## src/rtl/my_bus_arbiter.sv

```systemverilog
// Round-robin arbiter and sequencer that owns the master side of a shared
// valid/ready bus, holds the payload until accepted, and aborts stalled transfers.
module my_bus_arbiter #(
    parameter int unsigned NUM_REQ = 4,
    parameter int unsigned DATA_W  = 32,
    parameter int unsigned ADDR_W  = 8,
    parameter int unsigned TIMEOUT = 10
) (
    input  logic                      clk,
    input  logic                      reset,
    input  logic [NUM_REQ-1:0]        req_valid,
    input  logic [NUM_REQ*DATA_W-1:0] req_data,
    input  logic [NUM_REQ*ADDR_W-1:0] req_addr,
    input  logic [NUM_REQ-1:0]        req_rw,
    output logic [NUM_REQ-1:0]        req_ready,
    output logic [NUM_REQ-1:0]        req_err,
    output logic                      bus_valid,
    output logic [DATA_W-1:0]         bus_data,
    output logic [ADDR_W-1:0]         bus_addr,
    output logic                      bus_read_write,
    input  logic                      bus_ready,
    output logic [NUM_REQ-1:0]        grant,
    output logic                      busy
);

    localparam int unsigned IDX_W = (NUM_REQ > 1) ? $clog2(NUM_REQ) : 1;
    localparam int unsigned CNT_W = $clog2(TIMEOUT + 1);
    localparam logic [CNT_W-1:0] CNT_LAST = CNT_W'(TIMEOUT - 1);
    localparam logic [CNT_W-1:0] CNT_SAT  = CNT_W'(TIMEOUT);

    typedef enum logic [0:0] {
        ST_IDLE = 1'b0,
        ST_BUSY = 1'b1
    } state_t;

    state_t              r_state;
    logic [IDX_W-1:0]    r_last;
    logic [CNT_W-1:0]    r_cnt;
    logic [NUM_REQ-1:0]  r_grant;
    logic [NUM_REQ-1:0]  r_req_ready;
    logic [NUM_REQ-1:0]  r_req_err;
    logic                r_bus_valid;
    logic                r_busy;
    logic [DATA_W-1:0]   r_bus_data;
    logic [ADDR_W-1:0]   r_bus_addr;
    logic                r_bus_rw;

    state_t              w_state_nxt;
    logic [IDX_W-1:0]    w_last_nxt;
    logic [CNT_W-1:0]    w_cnt_nxt;
    logic [NUM_REQ-1:0]  w_grant_nxt;
    logic [NUM_REQ-1:0]  w_req_ready_nxt;
    logic [NUM_REQ-1:0]  w_req_err_nxt;
    logic                w_bus_valid_nxt;
    logic                w_busy_nxt;
    logic [DATA_W-1:0]   w_bus_data_nxt;
    logic [ADDR_W-1:0]   w_bus_addr_nxt;
    logic                w_bus_rw_nxt;

    logic                w_win_found;
    logic [IDX_W-1:0]    w_win_idx;
    logic [DATA_W-1:0]   w_data_arr [NUM_REQ];
    logic [ADDR_W-1:0]   w_addr_arr [NUM_REQ];

    for (genvar g = 0; g < NUM_REQ; g++) begin : g_unpack
        assign w_data_arr[g] = req_data[g*DATA_W +: DATA_W];
        assign w_addr_arr[g] = req_addr[g*ADDR_W +: ADDR_W];
    end

    // Round-robin search starting just after the last winner, wrapping around.
    always_comb begin
        w_win_found = 1'b0;
        w_win_idx   = '0;
        for (int unsigned off = 1; off <= NUM_REQ; off++) begin
            if (!w_win_found && req_valid[IDX_W'((32'(r_last) + off) % NUM_REQ)]) begin
                w_win_found = 1'b1;
                w_win_idx   = IDX_W'((32'(r_last) + off) % NUM_REQ);
            end
        end
    end

    always_comb begin
        w_state_nxt     = r_state;
        w_last_nxt      = r_last;
        w_cnt_nxt       = r_cnt;
        w_grant_nxt     = r_grant;
        w_req_ready_nxt = '0;
        w_req_err_nxt   = '0;
        w_bus_valid_nxt = r_bus_valid;
        w_busy_nxt      = r_busy;
        w_bus_data_nxt  = r_bus_data;
        w_bus_addr_nxt  = r_bus_addr;
        w_bus_rw_nxt    = r_bus_rw;

        case (r_state)
            ST_IDLE: begin
                if (w_win_found) begin
                    w_state_nxt            = ST_BUSY;
                    w_last_nxt             = w_win_idx;
                    w_cnt_nxt              = '0;
                    w_grant_nxt            = '0;
                    w_grant_nxt[w_win_idx] = 1'b1;
                    w_bus_valid_nxt        = 1'b1;
                    w_busy_nxt             = 1'b1;
                    w_bus_data_nxt         = w_data_arr[w_win_idx];
                    w_bus_addr_nxt         = w_addr_arr[w_win_idx];
                    w_bus_rw_nxt           = req_rw[w_win_idx];
                end
            end
            ST_BUSY: begin
                // Ready takes precedence over a watchdog expiry on the same edge.
                if (bus_ready) begin
                    w_state_nxt     = ST_IDLE;
                    w_req_ready_nxt = r_grant;
                    w_grant_nxt     = '0;
                    w_bus_valid_nxt = 1'b0;
                    w_busy_nxt      = 1'b0;
                end else if (r_cnt == CNT_LAST) begin
                    w_state_nxt     = ST_IDLE;
                    w_req_ready_nxt = r_grant;
                    w_req_err_nxt   = r_grant;
                    w_grant_nxt     = '0;
                    w_bus_valid_nxt = 1'b0;
                    w_busy_nxt      = 1'b0;
                end else if (r_cnt != CNT_SAT) begin
                    w_cnt_nxt = r_cnt + 1'b1;
                end
            end
            default: begin
                w_state_nxt = ST_IDLE;
            end
        endcase
    end

    always_ff @(posedge clk or negedge reset) begin
        if (!reset) begin
            r_state     <= ST_IDLE;
            r_last      <= IDX_W'(NUM_REQ - 1);
            r_cnt       <= '0;
            r_grant     <= '0;
            r_req_ready <= '0;
            r_req_err   <= '0;
            r_bus_valid <= 1'b0;
            r_busy      <= 1'b0;
            r_bus_data  <= '0;
            r_bus_addr  <= '0;
            r_bus_rw    <= 1'b0;
        end else begin
            r_state     <= w_state_nxt;
            r_last      <= w_last_nxt;
            r_cnt       <= w_cnt_nxt;
            r_grant     <= w_grant_nxt;
            r_req_ready <= w_req_ready_nxt;
            r_req_err   <= w_req_err_nxt;
            r_bus_valid <= w_bus_valid_nxt;
            r_busy      <= w_busy_nxt;
            r_bus_data  <= w_bus_data_nxt;
            r_bus_addr  <= w_bus_addr_nxt;
            r_bus_rw    <= w_bus_rw_nxt;
        end
    end

    assign req_ready      = r_req_ready;
    assign req_err        = r_req_err;
    assign bus_valid      = r_bus_valid;
    assign bus_data       = r_bus_data;
    assign bus_addr       = r_bus_addr;
    assign bus_read_write = r_bus_rw;
    assign grant          = r_grant;
    assign busy           = r_busy;

endmodule

```

## config.mk

```make
export PLATFORM = sky130hd
export DESIGN_NAME = my_bus_arbiter
export DESIGN_NICKNAME = d
export VERILOG_FILES = /design/src/rtl/my_bus_arbiter.sv
export SDC_FILE = /design/constraint.sdc
export NUM_CORES = 1
export LEC_CHECK = 0
export ABC_AREA = 1
export CORE_ASPECT_RATIO = 1.25
export CORE_MARGIN = 4
export CORE_UTILIZATION = 44
export DETAILED_ROUTE_END_ITERATION = 10
export PLACE_DENSITY = 0.95
export SYNTH_ARGS = -nofsm -noshare
export SYNTH_HDL_FRONTEND = slang
export SYNTH_SLANG_ARGS = --single-unit
```

## constraint.sdc

```tcl
create_clock -name clk -period 5.21 [get_ports clk]
set_input_delay 1.042 -clock clk [delete_from_list [all_inputs] [get_ports clk]]
set_output_delay 1.042 -clock clk [all_outputs]
set_load 0.05 [all_outputs]
```

After elaboration in Yosys (flattened, before gate mapping) --
Index checks and enable logic that the tools add are counted.
Cells by class: bitwise logic cells 2, $lt $le $gt $ge 7, add/subtract/negate cells 5, reductions and logical operators 10, shifts and indexed selects 0, equal/unequal tests 7, multipliers 0, muxes and demuxes 48, div/mod/pow operators 0
Operator list (count):
- $bmux 32 s2 | 1
- $mux 32 | 2
- $mux 4 | 12
- $bmux 8 s2 | 1
- $mux 1 | 16
- $mux 8 | 2
- $pmux 4 s2 | 2
- $lt 2x3->1 const B | 5
- $bmux 1 s2 | 5
- $mux 2 | 4
- $ne 2x2->1 const B | 3
- $add 2x1->2 const B | 2
- $add 2x2->2 const B | 2
- $add 4x1->4 const B | 1
- $eq 4x4->1 const B | 1
- $logic_and 1x1->1 | 4
- $ne 4x4->1 const B | 1
- $pmux 1 s2 | 2
- $reduce_and 2->1 | 2
- $reduce_and 4->1 | 1
- $ge 3x3->1 const B | 1
- $logic_not 1->1 | 3
- $ne 3x2->1 const B | 1
- $not 2->3 | 1
- 4 further kinds | 4
Word-level totals: bits in latches 0, register bits after elaboration 61, bits in writable memories 0, logic and storage cells 89, output and inout port bits 55, input port bits 171, memories 0, bits in read-only memories 0

Longest topological paths before layout --
Gate-level depths: netlist of the first run.
depth after elaboration 19, gate-level depth with buffers 18, gate-level depth less buffers 15

Worst setup path after synthesis of the first run --
OpenSTA, ideal clock, no wires.
kind input port to flip-flop, from input req_valid[3], to register r_bus_addr[6], in the netlist bus_addr[6], setup slack 2916 ps, path buffers 2, arrival 2176 ps, setup time 118 ps, stages 16, data required time 5092 ps, cell sequence nand2_1 > nand2_1 > nand2_1 > nand2_1 > nor2_4 > nand3_2 > nand2_2 > nand2_2 > buf_6 > buf_6 > nand2_1 > nand2_1 > nand2_1 > nand2_1 > nand2_1 > nand2_1
On the way: word-level cells in the longest chain between the ends 16
RTL lines:
- from (decl) | RTL line 11 | input logic [NUM_REQ-1:0] req_valid,
- $bmux 1 s2 | RTL line 75 | if (!w_win_found && req_valid[IDX_W'((32'(r_last) + off) % NUM_REQ)]) begin
- $mux 1 (not written as such) | RTL line 75
- $mux 1 | RTL line 75
- $logic_not 1->1 | RTL line 75
- $logic_and 1x1->1 | RTL line 75
- $mux 1 | RTL line 75
- $logic_not 1->1 | RTL line 75
- $logic_and 1x1->1 | RTL line 75
- $mux 1 | RTL line 75
- $logic_not 1->1 | RTL line 75
- $logic_and 1x1->1 | RTL line 75
- $mux 2 | RTL line 75
- $not 2->3 (not written as such) | RTL line 106 | w_bus_addr_nxt = w_addr_arr[w_win_idx];
- $bmux 8 s2 | RTL line 106
- $mux 8 (not written as such) (2 in series) | RTL line 106
- to (signal assigned) | RTL line 158 | r_bus_addr <= w_bus_addr_nxt;
- to (decl) | RTL line 45 | logic [ADDR_W-1:0] r_bus_addr;
Several ways; a longest one is shown, not always the timed one. The select of a mux whose other input is x is not followed. A chain may end at the register's enable or synchronous reset.

Worst setup path in the final report of the first run --
from input req_valid[1], to register r_bus_data[15], in the netlist bus_data[15]
On the way: word-level cells in the longest chain between the ends 16
RTL lines:
- $bmux 1 s2 | RTL line 75
- $mux 1 (not written as such) | RTL line 75
- $mux 1 | RTL line 75
- $logic_not 1->1 | RTL line 75
- $logic_and 1x1->1 | RTL line 75
- $mux 1 | RTL line 75
- $logic_not 1->1 | RTL line 75
- $logic_and 1x1->1 | RTL line 75
- $mux 1 | RTL line 75
- $logic_not 1->1 | RTL line 75
- $logic_and 1x1->1 | RTL line 75
- $mux 2 | RTL line 75
- $not 2->3 (not written as such) | RTL line 105 | w_bus_data_nxt = w_data_arr[w_win_idx];
- $bmux 32 s2 | RTL line 105
- $mux 32 (not written as such) (2 in series) | RTL line 105
- to (signal assigned) | RTL line 157 | r_bus_data <= w_bus_data_nxt;
- to (decl) | RTL line 44 | logic [DATA_W-1:0] r_bus_data;
Several ways; a longest one is shown, not always the timed one. The select of a mux whose other input is x is not followed.

==> flow_summary.ini, run 1 <==
[critical_path]
r2r.worst_path.cells = 15
cp-start-kind = input port
critPathCaptureType = flop
regToRegStartpoint = r_last[0]$_DFFE_PN1P_
critPathMostFrequentCell = nand2_1
crit_fanout = 44
worstPathCellList = clkdlybuf4s50_1, inv_1, nand2_1, nand2_1, nand2_1, nand2_1, a21oi_1, nand2_2, nand2_2, buf_4, nand2_1, nand2_1, nand2_1, nand2_1, nand2_1, nand2_1
cp_data_required_time_ns = 5.46
criticalPathCategory = in -> reg
max_stage_delay_ns = 0.50
r2r-end = bus_data[15]$_DFFE_PN0P_
crit_family = simple AND/OR/NAND/NOR gates
crit_arrival_ns = 3.70
r2r_slack_ns = 2.26
slowest_stage = nand2_2
critPathBufInv = 3

[floorplan]
die_w_um = 96.9
io_pins = 226
start_util = 0.452
dieArea_um2 = 11500
coreArea_um2 = 9610
die_h_um = 119
num_rows = 40

[route]
drt-vias-per-instance = 4.94
wl_met3_mm = 1.04
drc = 0
vias = 5153
dr_wl_met2_mm = 7.48
wirelength_mm = 14.4
highest_layer = met4
wl_per_cell_um = 13.8
first_iter_violations = 240
wl_met1_mm = 5.57
ant_nets = 0
dr.pass1.iters = 5

[placement]
hpwl_mm = 10.0
placed_cells = 1027
io_buffers = 225
place.gp.congestion = 0.892

[final_layout]
fin_cells = 1043
num_antenna_cells = 0
fillers = 795
drive_gt1_frac = 0.0469
multi_input_area_um2 = 2420
register_area_um2 = 1530
layout-area-overhead-vs-synth_pct = 56.7
layout.nets = 1086

[global_route]
grt_pass1_wl_mm = 22.9
grt_pass1_vias = 4723
track_usage = 0.239
gr-total-overflow = 0
antenna_found_initial = 0
grt_max_degree = 83

[logic_synthesis]
yosys.cell_types.count = 27
synth-async-reset-ratio = 1.00
synthCells = 716
synth_area_leaders = nand2_1, dfrtp_1, nand3_1
synth_edf_count = 0
yosysMostFrequentCell = nand2_1
synth-seq-cells = 61
syn_nets = 890
synthTopCellsByCount = nand2_1, nand3_1, dfrtp_1, buf_2, inv_1
synth_top_area_frac = 0.390
synth_area_per_cell_um2 = 6.07
ys_dominant_reg_cell = dfrtp_1
synth_area_leader_cell = nand2_1
synth_area_um2 = 4340
ys_seq_area_frac = 0.352
yosysWarnings = 0

[timing]
fmax_mhz = 291
worstMarginPinSlew_ns = 0.845
rsz0062_at_grt = false
finalSetupViolCount = 0
fin_crit_ns = 3.44
slew_violations = 0
period_share = 0.660
finalClockSkew_ns = 0.00732
fin_setup_tns_ns = 0
holdWs_ns = 0.479
max_slew_margin = 0.436
hold_viol = 0

[hold_path]
hold_start = bus_addr[4]$_DFFE_PN0P_
min_to = bus_addr[4]$_DFFE_PN0P_
holdCritPathClass = reg -> reg
min_path_cells = 2

[pwr]
leakage_uw = 0.00355
power.density_nw_per_um2 = 793
ir_drop_mv = 0.424

[clocking]
cts.repair.resized = 0
postCtsSetupBuffers = 0
cts_tree = built
cts_buffers = 9
holdBufCountCts = 0
htree_levels = 3
clkSlewWorstSetupHoldPaths_ns = 0.05
cts_root_buf = clkbuf_16
cts_sinks = 61
insertion_delay_ns = 0.32
clk_path_buf_depth = 2

[job]
maxCapViolations = 0

[run_status]
status = finished, final reports clean
## cells in the final DEF, fill, tap and decap left out, drive strengths merged
cell and n:
ha 3, o31ai 1, clkinv 2, nand2 459
a21oi 2, dfstp 2, nand4 1, o21ai 6
nor3b 1, o22ai 2, clkinvlp 2, inv 22
nor3 4, clkbuf 11, buf 8, o21a 2
clkdlybuf4s50 224, nor2 12, nand3 93, dfrtp 59
bufinv 1
## stage by stage
stage	setup WS [ns]	cell area [um2]	utilization	total power, uW
2_1_floorplan	2.92	4340	-	3950
3_3_place_gp	1.51	6490	0.676	4690
3_5_place_dp	1.46	6490	0.676	4780
4_1_cts	1.74	6810	0.708	5420
5_1_grt	1.46	6810	0.708	5900
6_report	1.77	6810	0.708	5400
## worst max path at each step
stage / slack, ns / end / from / cells after the start
after floorplan: 2.92 / bus_addr[6]$_DFFE_PN0P_ / req_valid[3] / 16
after global placement: 1.51 / bus_data[15]$_DFFE_PN0P_ / req_valid[0] / 16
after detailed placement: 1.46 / bus_data[15]$_DFFE_PN0P_ / req_valid[1] / 16
after CTS: 1.74 / bus_data[15]$_DFFE_PN0P_ / req_valid[1] / 16
after global routing: 1.46 / bus_data[15]$_DFFE_PN0P_ / req_valid[1] / 16
final: 1.77 / bus_data[15]$_DFFE_PN0P_ / req_valid[1] / 16
## sequential cells by signal, summed over array words and instances, names as in the netlist
signal / flops
bus_addr: 8
bus_data: 32
bus_read_write: 1
busy: 1
grant: 4
r_cnt: 4
r_last: 2
r_state: 1
req_err: 4
req_ready: 4
## layout make-up
class / count / share of cell area
clock inverter: 5 / 0.00864
inverter: 22 / 0.0125
clock buffer: 11 / 0.0371
sequential: 61 / 0.225
tap: 126 / 0.0232
multi-input combinational: 586 / 0.356
timing repair buffer: 232 / 0.338
## worst min-delay path: stages (launching register included)
cell and delay [ns]:
dfrtp_1 0.34, nand2_1 0.05, nand2_1 0.05
## cell families (layout without fill, tap and decap cells)
kind of cell,count (synthesis),count (layout),share of synthesized area
AOI/OAI and AO/OA,13,13,0.0173
and+or+nand+nor,570,570,0.531
buffers and inverters,69,270,0.0913
DFF,61,61,0.352
adders and majority gates,3,3,0.00864
## layer usage
metal  track usage  vias up
met5             0        -
met4        0.0676        0
met3        0.0533       23
met2         0.434      199
met1         0.280     2324
li1              -     2607
## report_power, final
part / leakage, uW / total (uW) / switching [uW] / internal, uW
registers: 0.000776 / 818 / 127 / 690
clock network: 0.000148 / 608 / 212 / 396
logic: 0.00263 / 3970 / 2740 / 1230
Power figures use the tool's default switching activity.
==> inputs of run 2 (changes only) <==
- CORE_UTILIZATION: 44 -> 37
- PLACE_DENSITY: 0.95 -> 0.89
- clock period: 5.21 -> 3 ns (I/O delays scaled with it)
==> run 2 against run 1 <==
Effect of this change:
- final area grew 0.75%
- hold slack lost 0.048 ns
- non-clock buffer count grew 7
- setup slack lost 1.1 ns
- cell count grew 1.7%
- first-iteration DRC count shrank 7.5%
- global-route usage shrank 3.2 points
==> flow_summary.ini, run 2 (synthesis results as in run 1) <==
[clocking]
postCtsSetupBuffers = 0
cts_sinks = 61
cts_buffers = 9
holdBufCountCts = 0
cts_tree = built
cts.repair.resized = 0
clk_path_buf_depth = 2
insertion_delay_ns = 0.32
htree_levels = 3
cts_root_buf = clkbuf_16
clkSlewWorstSetupHoldPaths_ns = 0.05

[pwr]
power.total_uw = 9430
clockPowerShare = 0.099
power_switching_uw = 5310
power_frac_seq = 0.150
ir_drop_mv = 1.14
swShare = 0.564
power.density_nw_per_um2 = 1380
p_int_uw = 4110
leakage_uw = 0.00358
p_comb_frac = 0.751

[placement]
hpwl_mm = 10.4
io_buffers = 225
place.gp.congestion = 0.878
placed_cell_area_um2 = 6590

[final_layout]
final_common_cell = nand2_1
num_antenna_cells = 0
layout-area-overhead-vs-synth_pct = 57.9
drive_gt1_frac = 0.0509
fillers = 1023
fin_area_um2 = 6860
layout_common_cells = nand2_1, clkdlybuf4s50_1, nand3_1
largest_reg_flops = 32
layout.nets = 1093

[global_route]
track_usage = 0.207
grt_pass1_wl_mm = 22.8
grt_pass1_vias = 4687
gr-total-overflow = 0
antenna_found_initial = 0
grt_max_degree = 74

[critical_path]
critPathMostFrequentCell = nand2_1
r2r-end = bus_data[6]$_DFFE_PN0P_
crit_family = buffers and inverters
crit_fanout = 39
crit_arrival_ns = 2.61
cp_data_required_time_ns = 3.26
regToRegStartpoint = r_last[0]$_DFFE_PN1P_
cp-start-kind = input port
r2r.worst_path.cells = 15
worstPathCellList = clkdlybuf4s50_1, inv_1, nand2_1, nand2_1, o21ai_1, nand3_2, nand2_2, buf_4, nand3_1, nand2_1, nand2_1, nand2_1, nand2_1, nand2_1
slowest_stage = clkdlybuf4s50_1
critPathCaptureType = flop
r2r_slack_ns = 0.72
criticalPathCategory = in -> reg
critPathBufInv = 3
max_stage_delay_ns = 0.48

[floorplan]
coreArea_um2 = 11600
num_rows = 44
die_h_um = 129
io_pins = 226
dieArea_um2 = 13500
start_util = 0.376
die_w_um = 105

[route]
ant_nets = 0
first_iter_violations = 222
wl_per_cell_um = 13.5
drc = 0
vias = 5131
dr.pass1.iters = 5
wirelength_mm = 14.3
drt-vias-per-instance = 4.84

[timing]
holdWs_ns = 0.431
slew_violations = 0
hold_viol = 0
fmax_mhz = 425
rsz0062_at_grt = false
period_share = 0.784
finalClockSkew_ns = 0.00551
fin_setup_tns_ns = 0
worstMarginPinSlew_ns = 0.774
fin_crit_ns = 2.35
finalSetupViolCount = 0
max_slew_margin = 0.484

[job]
maxCapViolations = 0

[run_status]
status = finished, final reports clean

[hold_path]
holdCritPathClass = in -> async
[run 2: stage by stage]
| stage | utilization | cells | worst slack [ns] |
|---|---|---|---|
| after global routing | 0.593 | 1061 | 0.398 |
| after detailed placement | 0.570 | 1046 | 0.364 |
| final | 0.593 | 1061 | 0.647 |
| after CTS | 0.593 | 1061 | 0.679 |
| after floorplan | - | 716 | 1.10 |
| after global placement | 0.570 | 1046 | 0.431 |
[run 2: worst max-delay path by stage]
| stage | from | end | slack (ns) | cells after the start |
|---|---|---|---|---|
| after floorplan | r_last[0]$_DFFE_PN1P_ | bus_addr[6]$_DFFE_PN0P_ | 1.10 | 18 |
| after global placement | req_valid[1] | bus_data[6]$_DFFE_PN0P_ | 0.43 | 14 |
| after detailed placement | req_valid[0] | bus_data[15]$_DFFE_PN0P_ | 0.36 | 14 |
| after CTS | req_valid[0] | bus_data[6]$_DFFE_PN0P_ | 0.68 | 14 |
| after global routing | req_valid[0] | bus_data[15]$_DFFE_PN0P_ | 0.40 | 14 |
| final | req_valid[0] | bus_data[6]$_DFFE_PN0P_ | 0.65 | 14 |
[run 2: power groups by stage]
stage	logic, uW	registers (uW)	clock network (uW)
finish	7080	1420	934
global route	7950	1470	995
detailed placement	7120	1420	0
floorplan	4520	2340	0
global placement	7030	1420	0
CTS	7150	1420	956
[run 2: metal layers]
metal,share of wire,global-route usage,wire [um]
met5,0,0,0
met4,0.030,0.0880,429
met3,0.079,0.0548,1130
met2,0.51,0.366,7300
met1,0.38,0.237,5480
[run 2: area by class of cell]
cell class,count,area (um2),share of cell area
Multi-Input combinational cell,586,2420,0.353
Timing Repair Buffer,239,2380,0.347
Sequential cell,61,1530,0.223
Tap cell,138,173,0.0252
Inverter,22,85.1,0.0124
Clock buffer,13,260,0.0380
Clock inverter,2,10.0,0.00146
[run 2: worst register-to-register path, stage by stage (launching register included)]
cell and delay [ns]:
dfstp_2 0.62, inv_4 0.08, nand2_2 0.06, nand2_1 0.07
nand2_1 0.08, nand2_1 0.09, nor2_4 0.15, nand3_2 0.08
nand2_2 0.09, buf_4 0.37, nand3_1 0.19, nand2_1 0.11
nand2_1 0.05, nand2_1 0.07, nand2_1 0.04, nand2_1 0.06
